--- config.mk ---
export PLATFORM = sky130hd
export DESIGN_NAME = hazard_ctrl
export DESIGN_NICKNAME = d
export VERILOG_FILES = /design/src/rtl/hazard_pkg.sv /design/src/rtl/hazard_detect.sv /design/src/rtl/hazard_ctrl.sv
export SDC_FILE = /design/constraint.sdc
export NUM_CORES = 1
export LEC_CHECK = 0
export CAP_MARGIN = 5
export CORE_AREA = 2 2 39 41
export CTS_CLUSTER_DIAMETER = 60
export DETAILED_ROUTE_END_ITERATION = 8
export DIE_AREA = 0 0 41 43
export GPL_ROUTABILITY_DRIVEN = 0
export HOLD_SLACK_MARGIN = 0.05
export PLACE_DENSITY = 0.82
export SYNTH_ARGS = -nofsm -noshare
export SYNTH_HDL_FRONTEND = slang
export SYNTH_HIERARCHICAL = 1
export SYNTH_SLANG_ARGS = --single-unit
--- constraint.sdc ---
create_clock -name clk -period 1.9 [get_ports clk]
set_clock_uncertainty 0.15 [all_clocks]
set_input_delay 0.475 -clock clk [delete_from_list [all_inputs] [get_ports clk]]
set_output_delay 0.475 -clock clk [all_outputs]
set_load 0.01 [all_outputs]
--- src/rtl/hazard_pkg.sv ---
`default_nettype none
// ============================================================================
//  Module      : hazard_pkg
//  Description : Shared types and constants for the pipeline hazard unit:
//                FSM state encoding, EX operand forward-select encoding,
//                stall-length constants and the forward-select priority
//                function.
//  Revision    : 1.0 - initial release
// ============================================================================
package hazard_pkg;

    // Stall-control FSM states
    typedef enum logic [0:0] {
        ST_RUN   = 1'b0,
        ST_STALL = 1'b1
    } state_t;

    // EX operand source select
    typedef enum logic [1:0] {
        FWD_RF  = 2'b00,
        FWD_WB  = 2'b01,
        FWD_MEM = 2'b10
    } fwd_sel_t;

    // Stall lengths in cycles
    localparam logic [1:0] C_STALL_LEN_0 = 2'd0;
    localparam logic [1:0] C_STALL_LEN_1 = 2'd1;
    localparam logic [1:0] C_STALL_LEN_2 = 2'd2;

    // Operand select for the next EX stage. The producer now in ID_EX will sit
    // in EX_MEM next cycle, so it is the youngest value and wins over the
    // producer now in EX_MEM (which moves on to MEM_WB).
    function automatic fwd_sel_t fwd_select(
        input logic match_ex,
        input logic wr_ex,
        input logic match_mem,
        input logic wr_mem
    );
        if (match_ex && wr_ex) begin
            return FWD_MEM;
        end else if (match_mem && wr_mem) begin
            return FWD_WB;
        end else begin
            return FWD_RF;
        end
    endfunction

endpackage : hazard_pkg
`default_nettype wire

--- src/rtl/hazard_detect.sv ---
`default_nettype none
// ============================================================================
//  Module      : hazard_detect
//  Description : Combinational hazard classification. Flags load-use,
//                branch-on-ALU/load-result and branch-after-load hazards and
//                reports the stall length required.
//  Revision    : 1.0 - initial release
// ============================================================================
module hazard_detect (
    input  logic       zero1,
    input  logic       zero2,
    input  logic       zero3,
    input  logic       zero4,
    input  logic       ID_EX_MemRead,
    input  logic       ID_EX_RegWrite,
    input  logic       EX_MEM_MemRead,
    input  logic       IF_ID_Branch,
    output logic       stall_req,
    output logic [1:0] stall_len
);
    import hazard_pkg::*;

    logic w_load_use;
    logic w_br_on_ex;
    logic w_br_after_load;

    // A branch compares in ID, so it waits for an ALU result one cycle and a
    // load result two cycles; plain instructions only wait on a load.
    assign w_load_use      = (zero1 | zero2) & ID_EX_MemRead & ID_EX_RegWrite & ~IF_ID_Branch;
    assign w_br_on_ex      = IF_ID_Branch & (zero1 | zero2) & ID_EX_RegWrite;
    assign w_br_after_load = IF_ID_Branch & (zero3 | zero4) & EX_MEM_MemRead;

    // Longest applicable stall wins
    always_comb begin
        stall_req = w_load_use | w_br_on_ex | w_br_after_load;
        stall_len = C_STALL_LEN_0;
        if (w_br_on_ex && ID_EX_MemRead) begin
            stall_len = C_STALL_LEN_2;
        end else if (stall_req) begin
            stall_len = C_STALL_LEN_1;
        end
    end

endmodule : hazard_detect
`default_nettype wire

--- src/rtl/hazard_ctrl.sv ---
`default_nettype none
// ============================================================================
//  Module      : hazard_ctrl
//  Description : Pipeline hazard control. Stalls PC/IF_ID and inserts ID_EX
//                bubbles for data hazards, flushes IF_ID on taken branches,
//                and generates registered EX forwarding selects plus
//                combinational ID branch-comparator forwarding.
//  Options     : HAZARD_PERF_CNT_EN - adds saturating 32-bit stall_cycles and
//                flush_count outputs.
//  Revision    : 1.0 - initial release
// ============================================================================
module hazard_ctrl (
    input  logic        clk,
    input  logic        rst,
    input  logic        zero1,
    input  logic        zero2,
    input  logic        zero3,
    input  logic        zero4,
    input  logic        zeroa,
    input  logic        zerob,
    input  logic        ID_EX_MemRead,
    input  logic        ID_EX_RegWrite,
    input  logic        EX_MEM_MemRead,
    input  logic        EX_MEM_RegWrite,
    input  logic        MEM_WB_RegWrite,
    input  logic        IF_ID_Branch,
    input  logic        branch_taken,
    output logic        PC_write,
    output logic        IF_ID_write,
    output logic        ID_EX_bubble,
    output logic        IF_ID_flush,
    output logic [1:0]  ForwardA,
    output logic [1:0]  ForwardB,
    output logic        BrFwdA,
    output logic        BrFwdB
`ifdef HAZARD_PERF_CNT_EN
    ,
    output logic [31:0] stall_cycles,
    output logic [31:0] flush_count
`endif
);
    import hazard_pkg::*;

    state_t     r_state;
    state_t     w_state_nxt;
    logic [1:0] r_cnt;
    logic [1:0] w_cnt_nxt;
    fwd_sel_t   r_fwd_a;
    fwd_sel_t   r_fwd_b;
    logic       w_stall_req;
    logic [1:0] w_stall_len;
    logic       w_stall;
    logic       w_flush;
    logic       w_unused_wb;

    // The register file is write-first, so MEM_WB matches never need a bypass
    assign w_unused_wb = zeroa | zerob | MEM_WB_RegWrite;

    hazard_detect u_detect (
        .zero1          (zero1),
        .zero2          (zero2),
        .zero3          (zero3),
        .zero4          (zero4),
        .ID_EX_MemRead  (ID_EX_MemRead),
        .ID_EX_RegWrite (ID_EX_RegWrite),
        .EX_MEM_MemRead (EX_MEM_MemRead),
        .IF_ID_Branch   (IF_ID_Branch),
        .stall_req      (w_stall_req),
        .stall_len      (w_stall_len)
    );

    // FSM state and remaining-stall counter
    always_ff @(posedge clk or posedge rst) begin
        if (rst) begin
            r_state <= ST_RUN;
            r_cnt   <= 2'd0;
        end else begin
            r_state <= w_state_nxt;
            r_cnt   <= w_cnt_nxt;
        end
    end

    // Next state and stall decision. The request cycle itself is the first
    // stalled cycle, so a 1-cycle stall completes in RUN and only longer
    // stalls enter STALL carrying the extra cycles in cnt. Requests seen in
    // STALL are ignored; the last STALL cycle is the one where cnt drops to 0.
    always_comb begin
        w_state_nxt = r_state;
        w_cnt_nxt   = r_cnt;
        w_stall     = 1'b0;
        w_flush     = 1'b0;
        case (r_state)
            ST_RUN: begin
                if (w_stall_req) begin
                    w_stall = 1'b1;
                    if (w_stall_len > C_STALL_LEN_1) begin
                        w_state_nxt = ST_STALL;
                        w_cnt_nxt   = w_stall_len - 2'd1;
                    end
                end else begin
                    w_flush = IF_ID_Branch & branch_taken;
                end
            end
            ST_STALL: begin
                w_stall   = 1'b1;
                w_cnt_nxt = (r_cnt != 2'd0) ? r_cnt - 2'd1 : 2'd0;
                if (w_cnt_nxt == 2'd0) begin
                    w_state_nxt = ST_RUN;
                end
            end
            default: begin
                w_state_nxt = ST_RUN;
                w_cnt_nxt   = 2'd0;
            end
        endcase
    end

    assign PC_write     = ~w_stall;
    assign IF_ID_write  = ~w_stall;
    assign ID_EX_bubble = w_stall;
    assign IF_ID_flush  = w_flush;

    // Registered EX forwarding selects; a bubble carries no operands
    always_ff @(posedge clk or posedge rst) begin
        if (rst) begin
            r_fwd_a <= FWD_RF;
            r_fwd_b <= FWD_RF;
        end else if (w_stall) begin
            r_fwd_a <= FWD_RF;
            r_fwd_b <= FWD_RF;
        end else begin
            r_fwd_a <= fwd_select(zero1, ID_EX_RegWrite, zero3, EX_MEM_RegWrite);
            r_fwd_b <= fwd_select(zero2, ID_EX_RegWrite, zero4, EX_MEM_RegWrite);
        end
    end

    assign ForwardA = r_fwd_a;
    assign ForwardB = r_fwd_b;

    // Branch comparator bypass from EX_MEM; load data there is not ready yet
    assign BrFwdA = IF_ID_Branch & zero3 & EX_MEM_RegWrite & ~EX_MEM_MemRead;
    assign BrFwdB = IF_ID_Branch & zero4 & EX_MEM_RegWrite & ~EX_MEM_MemRead;

`ifdef HAZARD_PERF_CNT_EN
    logic [31:0] r_stall_cycles;
    logic [31:0] r_flush_count;

    // Saturating performance counters
    always_ff @(posedge clk or posedge rst) begin
        if (rst) begin
            r_stall_cycles <= 32'd0;
            r_flush_count  <= 32'd0;
        end else begin
            if (w_stall && (r_stall_cycles != 32'hFFFF_FFFF)) begin
                r_stall_cycles <= r_stall_cycles + 32'd1;
            end
            if (w_flush && (r_flush_count != 32'hFFFF_FFFF)) begin
                r_flush_count <= r_flush_count + 32'd1;
            end
        end
    end

    assign stall_cycles = r_stall_cycles;
    assign flush_count  = r_flush_count;
`endif

endmodule : hazard_ctrl
`default_nettype wire

### Yosys cells after proc, flatten, opt, wreduce, memory -nomap -nowiden

Cells that the tools add are included.

| word-level totals | value |
|---|---|
| bits in read-only memories | 0 |
| bits in registers | 7 |
| bits in writable memories | 0 |
| latch bits | 0 |
| memories kept | 0 |

| operators by class | value |
|---|---|
| multiplexer cells | 20 |
| $lt $le $gt $ge | 1 |
| add/sub/neg operators | 2 |
| shift operators | 0 |
| reductions and logical operators | 8 |
| equality and inequality tests | 2 |
| div/mod/pow operators | 0 |
| bitwise gates (word level) | 22 |
| multiply operators | 0 |

Operators with widths:

| kind | number |
|---|---|
| 2-bit 2-to-1 mux | 8 |
| 1-bit AND | 14 |
| 1-bit 2-to-1 mux | 9 |
| 1-bit logical AND | 5 |
| 1-bit inverter | 4 |
| 1-bit OR | 4 |
| 1-bit one-hot mux with 2 select lines | 2 |
| 2-bit one-hot mux with 2 select lines | 1 |
| 2-bit by 1-bit subtractor with 2-bit output (second input constant) | 2 |
| 2-bit by 1-bit greater-than comparator with 1-bit output (second input constant) | 1 |
| 2-bit zero test | 1 |
| 2-bit by 1-bit != test with 1-bit output (second input constant) | 1 |
| 2-bit != test (second input constant) | 1 |
| 2-bit AND reduction | 1 |
| 2-bit nonzero test | 1 |

### Depth between registers and ports, before layout

| depth | value |
|---|---|
| word-level depth | 12 |
| gate-level depth with buffers | 6 |

### Modules after synthesis

Netlist, hierarchy kept.

Modules (own cells, without submodules):

| module | seq. area each (µm²) | instances | cells each | area each (µm²) |
|---|---|---|---|---|
| hazard_ctrl | 175.2 | 1 | 34 | 379.1 |
| hazard_detect | 0.0 | 1 | 9 | 78.8 |

### Worst setup path before layout

No wires, ideal clock.

| path | value |
|---|---|
| path kind | input-to-output |
| start point | in zero2 |
| end point | out IF_ID_flush |
| setup slack | -0.083 ns |
| stages on the path | 5 |
| data arrival time | 1.358 ns |
| buffers on the path | 0 |
| path through | o21a_1 > a21oi_1 > a21oi_1 > nor2_4 > and3_1 |

| on the way | value |
|---|---|
| cells in the longest elaborated chain, start to end | 8 |
| elaborated cells on any way between the ends | 10 |

Ends and longest elaborated chain:

| item | line | RTL |
|---|---|---|
| from (decl) | hazard_ctrl.sv:16 | `input logic zero2,` |
| 1-bit OR (*) | hazard_detect.sv:29, hazard_detect.sv:30 |  |
| 1-bit AND (3 in series) | hazard_detect.sv:29 | `assign w_load_use = (zero1 \| zero2) & ID_EX_MemRead & ID_EX_RegWrite & ~IF_ID_Branch;` |
| 1-bit OR (*) (2 in series) | hazard_detect.sv:35 | `stall_req = w_load_use \| w_br_on_ex \| w_br_after_load;` |
| net w_stall_req | hazard_ctrl.sv:50 | `logic w_stall_req;` |
| 1-bit 2-to-1 mux (*) | hazard_ctrl.sv:94 | `if (w_stall_req) begin` |
| 1-bit 2-to-1 mux (*) | hazard_ctrl.sv:92 | `case (r_state)` |
| to (decl) | hazard_ctrl.sv:31 | `output logic IF_ID_flush,` |

Mark *: on every way through the listed nets, which the timed path passes. The rest lies on a longest branch.

### Worst setup path after layout

| path | value |
|---|---|
| start point | in zero1 |
| end point | out IF_ID_flush |

| on the way | value |
|---|---|
| cells in the longest elaborated chain, start to end | 8 |
| elaborated cells on any way between the ends | 10 |

Ends and longest elaborated chain:

| item | line | RTL |
|---|---|---|
| from (decl) | hazard_ctrl.sv:15 | `input logic zero1,` |
| 1-bit OR (*) | hazard_detect.sv:29, hazard_detect.sv:30 |  |
| 1-bit AND (3 in series) | hazard_detect.sv:29 |  |
| 1-bit OR (*) (2 in series) | hazard_detect.sv:35 |  |
| net w_stall_req | hazard_ctrl.sv:50 |  |
| 1-bit 2-to-1 mux (*) | hazard_ctrl.sv:94 |  |
| 1-bit 2-to-1 mux (*) | hazard_ctrl.sv:92 |  |

Marks and branches as above.

==> impl_metrics.env <==
export IMPL_vias_per_cell=4.81
export IMPL_powerDensity_nw_per_um2=634
export IMPL_cts_made_buffers=3
export IMPL_nFillCells=135
export IMPL_violations="negative setup slack"
export IMPL_routed_wirelength_mm=1.14
export IMPL_reg2reg_slack_ns=0.77
export IMPL_cpPeakStageDelay_ns=0.21
export IMPL_fmax_mhz=495
export IMPL_cts_tree="done"
export IMPL_wl_per_cell_um=11.8
export IMPL_rows=14
export IMPL_dp_cells=91
export IMPL_synthMostInstantiatedCell="dfrtp_1"
export IMPL_antenna_left=0
export IMPL_clockRootBuffer="clkbuf_4"
export IMPL_yosysTopAreaCell="dfrtp_1"
export IMPL_synthCells=43
export IMPL_yosys_top_cells_area="dfrtp_1, mux2i_4, and4b_1"
export IMPL_finalCritPeriodShare_pct=106
export IMPL_cp_arrival_ns=1.39
export IMPL_seqCellArea_um2=175
export IMPL_multi_input_area_um2=265
export IMPL_tns_ns=-0.369
export IMPL_hpwlAfterDp_um=983
export IMPL_grt_pass1_wl_mm=1.83
export IMPL_worst_slack_ns=-0.120
export IMPL_grt_total_usage_pct=15.0
export IMPL_tightest_slew_ns=0.254
export IMPL_critPathBufInv=2
export IMPL_dieArea_um2=1760
export IMPL_crit_type="in2out"
export IMPL_dr_total_vias=467
export IMPL_hold_violations=0
export IMPL_cts_sinks=7
export IMPL_rsz0062_at_grt="yes"
export IMPL_yosysWarnings=6
export IMPL_synthesis_area_um2=458
export IMPL_internal_power_uw=365
export IMPL_p_clk_share_pct=25.9
export IMPL_setup_viol=5
export IMPL_synthFlopType="dfrtp_1"
export IMPL_placed_area_um2=779
export IMPL_firstDrtPassIters=2
export IMPL_hold_buffers=0
export IMPL_synth_edf_count=0
export IMPL_final_cell_count_no_fill=97
export IMPL_netlist_area_leader_share_pct=38.3
export IMPL_crit_family="compound AO/OA/AOI/OAI gates"
export IMPL_grt_start_max_net_pins=11
export IMPL_power_frac_comb_pct=35.6
export IMPL_synth_top_cells_by_count="dfrtp_1, inv_1, nand2_1"
export IMPL_io_buffers=21
export IMPL_fin_crit_ns=2.02
export IMPL_drv_slew=0
export IMPL_syn_to_final_growth_pct=75.4
export IMPL_clk_path_buf_depth=2
export IMPL_cp_cell_sequence="buf_6, o21a_1, a21oi_2, a21oi_2, nor2_4, and3_4, buf_6"
export IMPL_slowest_stage="o21a_1"
export IMPL_synth_seq_cells=7
export IMPL_start_kind="primary input"
export IMPL_clk_pin_slew_ns=0.05
export IMPL_gr_total_overflow=0
export IMPL_power_switching_uw=145
export IMPL_avgSynthCellArea_um2=10.6
export IMPL_leakage_uw=0.000390
export IMPL_p_seq_share_pct=38.5
export IMPL_hp_class="in2async"
export IMPL_final_cell_area_um2=803
export IMPL_syn_nets=59
export IMPL_grt_pass1_vias=464
export IMPL_relSlewSlack_pct=83.0
export IMPL_insertion_delay_ns=0.25
export IMPL_final_layout_size_suffix_gt1_share_pct=49.4
export IMPL_crit_fanout=3
export IMPL_ys_async_sr_fraction_pct=100
export IMPL_core_area_um2=1380
export IMPL_switching_share_pct=28.4
export IMPL_drc=0
export IMPL_cts_max_level=1
export IMPL_start_util_pct=33.1
export IMPL_die_w_um=41
export IMPL_design_power_total_uw=509
export IMPL_critPathCaptureType="output port"
export IMPL_pin_count=25
export IMPL_final_nets=98
export IMPL_antenna_found_initial=0
export IMPL_yosysUniqueCellTypes=27
export IMPL_detail_route_iter0_violations=4
export IMPL_status="finished with violations"
export IMPL_max_cap_violations=0
export IMPL_die_h_um=43
export IMPL_fin_hold_ws_ns=0.303
export IMPL_ys_seq_area_share_pct=38.3
export IMPL_ir_worst_vdd_mv=0.250
export IMPL_n_antenna_cell=0
export IMPL_crit_required_ns=1.27
==> cells in the final DEF, fill, tap and decap left out, types with 2 or more instances in the layout <==
cell type	n
buf_6	6
nand2_1	3
clkdlybuf4s15_1	2
buf_2	5
nor3_1	2
inv_1	3
a21oi_2	2
clkbuf_4	3
and4b_1	2
and4_1	2
dfrtp_1	7
dlygate4sd2_1	3
o21ai_2	2
buf_4	13
clkdlybuf4s50_1	6
==> stage by stage <==
step | setup WS (ns) | util [%]
2_1_floorplan | -0.00790 | -
5_1_grt | -0.166 | 58.0
6_report | -0.120 | 58.0
3_5_place_dp | -0.980 | 56.3
4_1_cts | -0.108 | 58.4
3_3_place_gp | -0.931 | 56.3
==> final cells by class <==
type,instances,share of cell area [%]
timing repair buffer,36,37.5
multi-input combinational,30,33.0
sequential,7,21.8
clock buffer,4,3.27
tap,16,2.49
inverter,4,1.87
==> sequential cells by signal, summed over array words and instances (netlist names) <==
register  count
ForwardB      2
r_state       1
r_cnt         2
ForwardA      2
==> worst paths after layout <==
check,startpoint,endpoint,cells after the start
min in group clk,zero2,ForwardB[1]$_DFF_PP0_,3
worst min-delay path,rst,ForwardB[0]$_DFF_PP0_,2
worst min register to register,r_cnt[0]$_DFFE_PP0P_,r_cnt[1]$_DFFE_PP0P_,2
worst max register to register,r_state$_DFF_PP0_,r_cnt[1]$_DFFE_PP0P_,3
worst max-delay path,zero1,IF_ID_flush,7
max in group asynchronous,rst,ForwardA[0]$_DFF_PP0_,2
==> kinds of logic after synthesis <==
logic type                 Yosys count  synth area share [%]
muxes                                2                  8.20
buffers and inverters                6                  7.38
DFF                                  7                  38.3
and+or+nand+nor                     19                  29.2
adders and majority gates            1                  2.73
AOI/OAI and AO/OA                    8                  14.2
==> power by group through the flow <==
stage	Sequential (uW)	Combinational, uW	Clock [uW]
floorplan	195	90.2	0
finish	196	181	132
global placement	197	177	0
CTS	196	184	138
detailed placement	198	185	0
global route	199	197	146
==> layer usage <==
| metal | global-route usage, % | part of all wire, % | vias to the layer above |
|---|---|---|---|
| met1 | 17.8 | 39 | 218 |
| met5 | 0 | 0 | - |
| li1 | - | - | 233 |
| met3 | 1.57 | 3.5 | 3 |
| met2 | 24.7 | 56 | 13 |
| met4 | 8.00 | 1.2 | 0 |
==> timing repair <==
| item | in CTS | in global routing |
|---|---|---|
| hold endpoints to repair | 0 | 0 |
| resized for setup | 54 | 1 |
| setup buffers | 2 | 0 |
| endpoints found under the setup margin | 9 | 6 |
| pin swaps | 6 | 1 |
(Power assumes the default switching activity.)
==> RTL change 1, RTL diff (same flow settings) <==
Put a register stage on the outputs `PC_write`, `IF_ID_write`, `ID_EX_bubble`, `IF_ID_flush`, `BrFwdA` and `BrFwdB`, with the module's reset. The values now appear one clock later. The other outputs are not delayed to match.
--- a/src/rtl/hazard_ctrl.sv
+++ b/src/rtl/hazard_ctrl.sv
@@ -117,6 +117,2 @@
 
-    assign PC_write     = ~w_stall;
-    assign IF_ID_write  = ~w_stall;
-    assign ID_EX_bubble = w_stall;
-    assign IF_ID_flush  = w_flush;
 
@@ -140,4 +136,19 @@
     // Branch comparator bypass from EX_MEM; load data there is not ready yet
-    assign BrFwdA = IF_ID_Branch & zero3 & EX_MEM_RegWrite & ~EX_MEM_MemRead;
-    assign BrFwdB = IF_ID_Branch & zero4 & EX_MEM_RegWrite & ~EX_MEM_MemRead;
+    always_ff @(posedge clk or posedge rst) begin
+        if (rst) begin
+            PC_write     <= '0;
+            IF_ID_write  <= '0;
+            ID_EX_bubble <= '0;
+            IF_ID_flush  <= '0;
+            BrFwdA       <= '0;
+            BrFwdB       <= '0;
+        end else begin
+            PC_write     <= ~w_stall;
+            IF_ID_write  <= ~w_stall;
+            ID_EX_bubble <= w_stall;
+            IF_ID_flush  <= w_flush;
+            BrFwdA       <= IF_ID_Branch & zero3 & EX_MEM_RegWrite & ~EX_MEM_MemRead;
+            BrFwdB       <= IF_ID_Branch & zero4 & EX_MEM_RegWrite & ~EX_MEM_MemRead;
+        end
+    end
 
Check against the original RTL: not equivalent (a bounded check fails within 4 cycles, from zero or initial values and one cycle with rst high).
==> RTL change 1 against the unedited design <==
- design area up 8.3%
- power rose by 30%
- largest power group unchanged
- synthesized area is 19% higher
- count of clock-buffer cells in the layout is the same
- routed wire length increased by 9.6%
- worst setup slack gained 180 ps
- sequential cell count increased by 5
- global-route usage is 2.9 points higher
==> RTL change 1: results <==
set metrics [dict create \
    status "finished clean" \
    synth_seq_area_share_pct 55.05 \
    diodes 0 \
    grt_pass1_wl_um 2056 \
    drt_pass1_iterations 5 \
    hold_path.class "input port to asynchronous set/reset pin" \
    portBuffers 21 \
    cp_top_family "multiplexers" \
    async_reset_ff_share_pct 100.0 \
    h-tree-depth 1 \
    grt_antenna_before_repair 0 \
    clockRootBuffer "clkbuf_4" \
    place_hpwl_um 1011 \
    cts_inserted_buffers 3 \
    place_ws_ps -553.0 \
    synth_adder_area_share_pct 2.294 \
    syn-num-nets 62 \
    syn_inst 46 \
    synth-compound-area-share_pct 10.55 \
    finalNonFillerCells 95 \
    dpl.cell_count 89 \
    drive_above_1_share_pct 27.85 \
    path_max_fanout 3 \
    synth_common_cells "12 x dfrtp_1, 4 x inv_1, 4 x nand2_1" \
    drtIter0Drc 3 \
    grt_max_degree 13 \
    grt_pass1_vias 463 \
    placed_cell_area_sq_um 820.8 \
    synthXorXnorAreaFrac_pct 0 \
    leakagePower_nw 0.4204 \
    ys.warnings.count 6 \
    synth_mux_area_share_pct 6.881 \
    vias_per_cell 5.084 \
    synthTopCellsByArea "dfrtp_1 55%, mux2i_4 4.1%, and4b_1 3.7%, and4_1 3.2%, and4bb_4 3.0%" \
    tightest_slew_ps 408.9 \
    clock_latency_ps 270 \
    track_usage_pct 17.91 \
    ctsLongestPathBuffers 2 \
    routed_wl_um 1252 \
    clk_pin_slew_worst_paths_ps 70 \
    slowest_stage "mux2_4" \
    cp_slowest_stage_delay_ps 340 \
    ir_drop_mv 0.3014 \
    synth.distinct_cells 22 \
    finalNetCount 96 \
]
[RTL change 1: path summary, 6_finish.rpt]
| check | start | endpoint | slack (ps) | cells past startpoint |
|---|---|---|---|---|
| worst max-delay path | ID_EX_RegWrite | r_state | 60 | 7 |
| worst min-delay path | rst | IF_ID_flush | 340 | 2 |
| worst max register to register | r_state | r_cnt[1] | 730 | 3 |
| worst min register to register | r_cnt[1] | r_state | 370 | 1 |
| max in group asynchronous | rst | ID_EX_bubble | 970 | 2 |
| min in group clk | r_cnt[1] | r_state | 370 | 1 |
[RTL change 1: final cells by class]
cell class / count / area (sq um)
fillers: 120 / 514.2
flip-flops and latches: 12 / 300.3
repair buffers: 30 / 265.3
multi-input cells: 29 / 232.7
clock buffers: 4 / 36.28
well taps: 16 / 20.02
inverters: 4 / 15.01
[RTL change 1: power breakdown]
part	internal [mW]	switching [mW]
Sequential	0.289	0.0209
Clock	0.116	0.0820
Combinational	0.0883	0.0653
Total	0.494	0.168
[RTL change 1: kinds of logic after synthesis]
| logic type | after synthesis |
|---|---|
| AOI/OAI and AO/OA | 9 |
| adders and majority gates | 1 |
| buffers and inverters | 5 |
| DFF | 12 |
| muxes | 2 |
| and+or+nand+nor | 17 |
[RTL change 1: repair_timing]
action | 4_1_cts | 5_1_grt
pin swaps | 3 | 2
resized for setup | 13 | 2
setup endpoints to repair | 7 | 3
setup buffers | 1 | 1
gates cloned | 0 | 0
[RTL change 1: metal layers]
| layer | GRT usage (%) | part of all wire [%] | up-vias |
|---|---|---|---|
| li1 | - | - | 233 |
| met2 | 30.31 | 57 | 17 |
| met4 | 10.00 | 1.1 | 0 |
| met5 | 0 | 0 | - |
| met1 | 19.52 | 38 | 231 |
| met3 | 3.141 | 4.0 | 2 |
==> RTL change 2, RTL diff (same flow settings) <==
Without the edit above. Register the input `zero3` before use. The logic sees it one clock later. The other inputs are not delayed to match.
--- a/src/rtl/hazard_ctrl.sv
+++ b/src/rtl/hazard_ctrl.sv
@@ -43,2 +43,8 @@
 
+    logic zero3_q;
+
+    always_ff @(posedge clk) begin
+        zero3_q <= zero3;
+    end
+
     state_t     r_state;
@@ -61,3 +67,3 @@
         .zero2          (zero2),
-        .zero3          (zero3),
+        .zero3          (zero3_q),
         .zero4          (zero4),
@@ -131,3 +137,3 @@
         end else begin
-            r_fwd_a <= fwd_select(zero1, ID_EX_RegWrite, zero3, EX_MEM_RegWrite);
+            r_fwd_a <= fwd_select(zero1, ID_EX_RegWrite, zero3_q, EX_MEM_RegWrite);
             r_fwd_b <= fwd_select(zero2, ID_EX_RegWrite, zero4, EX_MEM_RegWrite);
@@ -140,3 +146,3 @@
     // Branch comparator bypass from EX_MEM; load data there is not ready yet
-    assign BrFwdA = IF_ID_Branch & zero3 & EX_MEM_RegWrite & ~EX_MEM_MemRead;
+    assign BrFwdA = IF_ID_Branch & zero3_q & EX_MEM_RegWrite & ~EX_MEM_MemRead;
     assign BrFwdB = IF_ID_Branch & zero4 & EX_MEM_RegWrite & ~EX_MEM_MemRead;
Formal check against the unedited RTL: not equivalent (a bounded check fails within 4 cycles, from zero or initial values and one cycle with rst high).
==> RTL change 2 against the unedited design <==
- sequential share of layout area rose by 0.67 points
- routed wire length rose by 6.3%
- worst setup slack got worse by 160 ps
- sequential cell count rose by 1
- die area did not move
- design area rose by 8.1%
- power rose by 7.2%
- synthesized area fell by 7.1%
- the flow still finishes with violations (setup timing)
==> RTL change 2: results <==
set metrics [dict create \
    cts_sinks 8 \
    multi_input_area_sq_um 234.0 \
    multi_input_cells 29 \
    grt_pass1_wl_um 1945 \
    clkCellAreaFrac_pct 3.026 \
    finalSetupViolCount 6 \
    setup_ws_ps -278.5 \
    cp_slowest_stage_delay_ps 250 \
    placed_cell_area_sq_um 768.2 \
    leakagePower_nw 0.4291 \
    seq_area_share_pct 22.48 \
    drtIter0Drc 5 \
    finalNetCount 104 \
    postCtsSetupBuffers 7 \
    p_sw_mw 0.1537 \
    status "complete, but fails checks" \
    routed_wl_um 1214 \
    place_hpwl_um 958.2 \
    async_reset_ff_share_pct 87.50 \
    syn-num-nets 58 \
    synthTopCellsByArea "dfrtp_1 41%, and3_1 5.9%, mux2i_4 5.3%, dfxtp_1 4.7%, mux2i_1 4.7%" \
    nNonClkBuffers 42 \
    n_fill_cell 110 \
    max-slew-margin-rel_pct 83.75 \
    buffer_area_share_pct 43.23 \
    num_vias 487 \
    grtUsageMet1_pct 14.80 \
    slowest_stage "or2_4" \
    tns_ps -1234 \
    syn_inst 42 \
    arrival_ps 1550 \
    synth_adder_area_share_pct 2.941 \
    drive_above_1_share_pct 49.43 \
    synth_mux_area_share_pct 13.53 \
    violations "setup timing" \
    met2_length_um 724 \
    synth.distinct_cells 22 \
    m1WireLength_um 395 \
    dpl.cell_count 92 \
    grt.met3_usage_pct 4.712 \
    cp_top_family "simple AND/OR/NAND/NOR gates" \
]
## RTL change 2: changes by cell type after synthesis, sizes merged, moves of 2 or more
cell    unedited run  this run
a211oi             0         2
and3               2         4
and4               2         0
and4b              2         0
mux2i              1         3
nor3               2         0
o21ai              2         4
## RTL change 2: path summary, 6_finish.rpt
kind | slack (ps) | from | depth (start not counted) | end
worst max-delay path | -280 | zero1 | 8 | IF_ID_flush
worst min-delay path | 290 | rst | 2 | r_cnt[1]
worst max register to register | -110 | zero3_q | 9 | r_cnt[0]
worst min register to register | 340 | r_cnt[0] | 1 | r_cnt[0]
max in group asynchronous | 1110 | rst | 2 | ForwardB[1]
min in group clk | 340 | r_cnt[0] | 1 | r_cnt[0]
## RTL change 2: power groups by stage
stage | clock (mW) | sequential, mW | combinational (mW)
final | 0.143 | 0.218 | 0.185
after global routing | 0.153 | 0.222 | 0.201
after CTS | 0.151 | 0.218 | 0.185
after detailed placement | 0 | 0.221 | 0.163
after global placement | 0 | 0.219 | 0.157
after floorplan | 0 | 0.218 | 0.0707
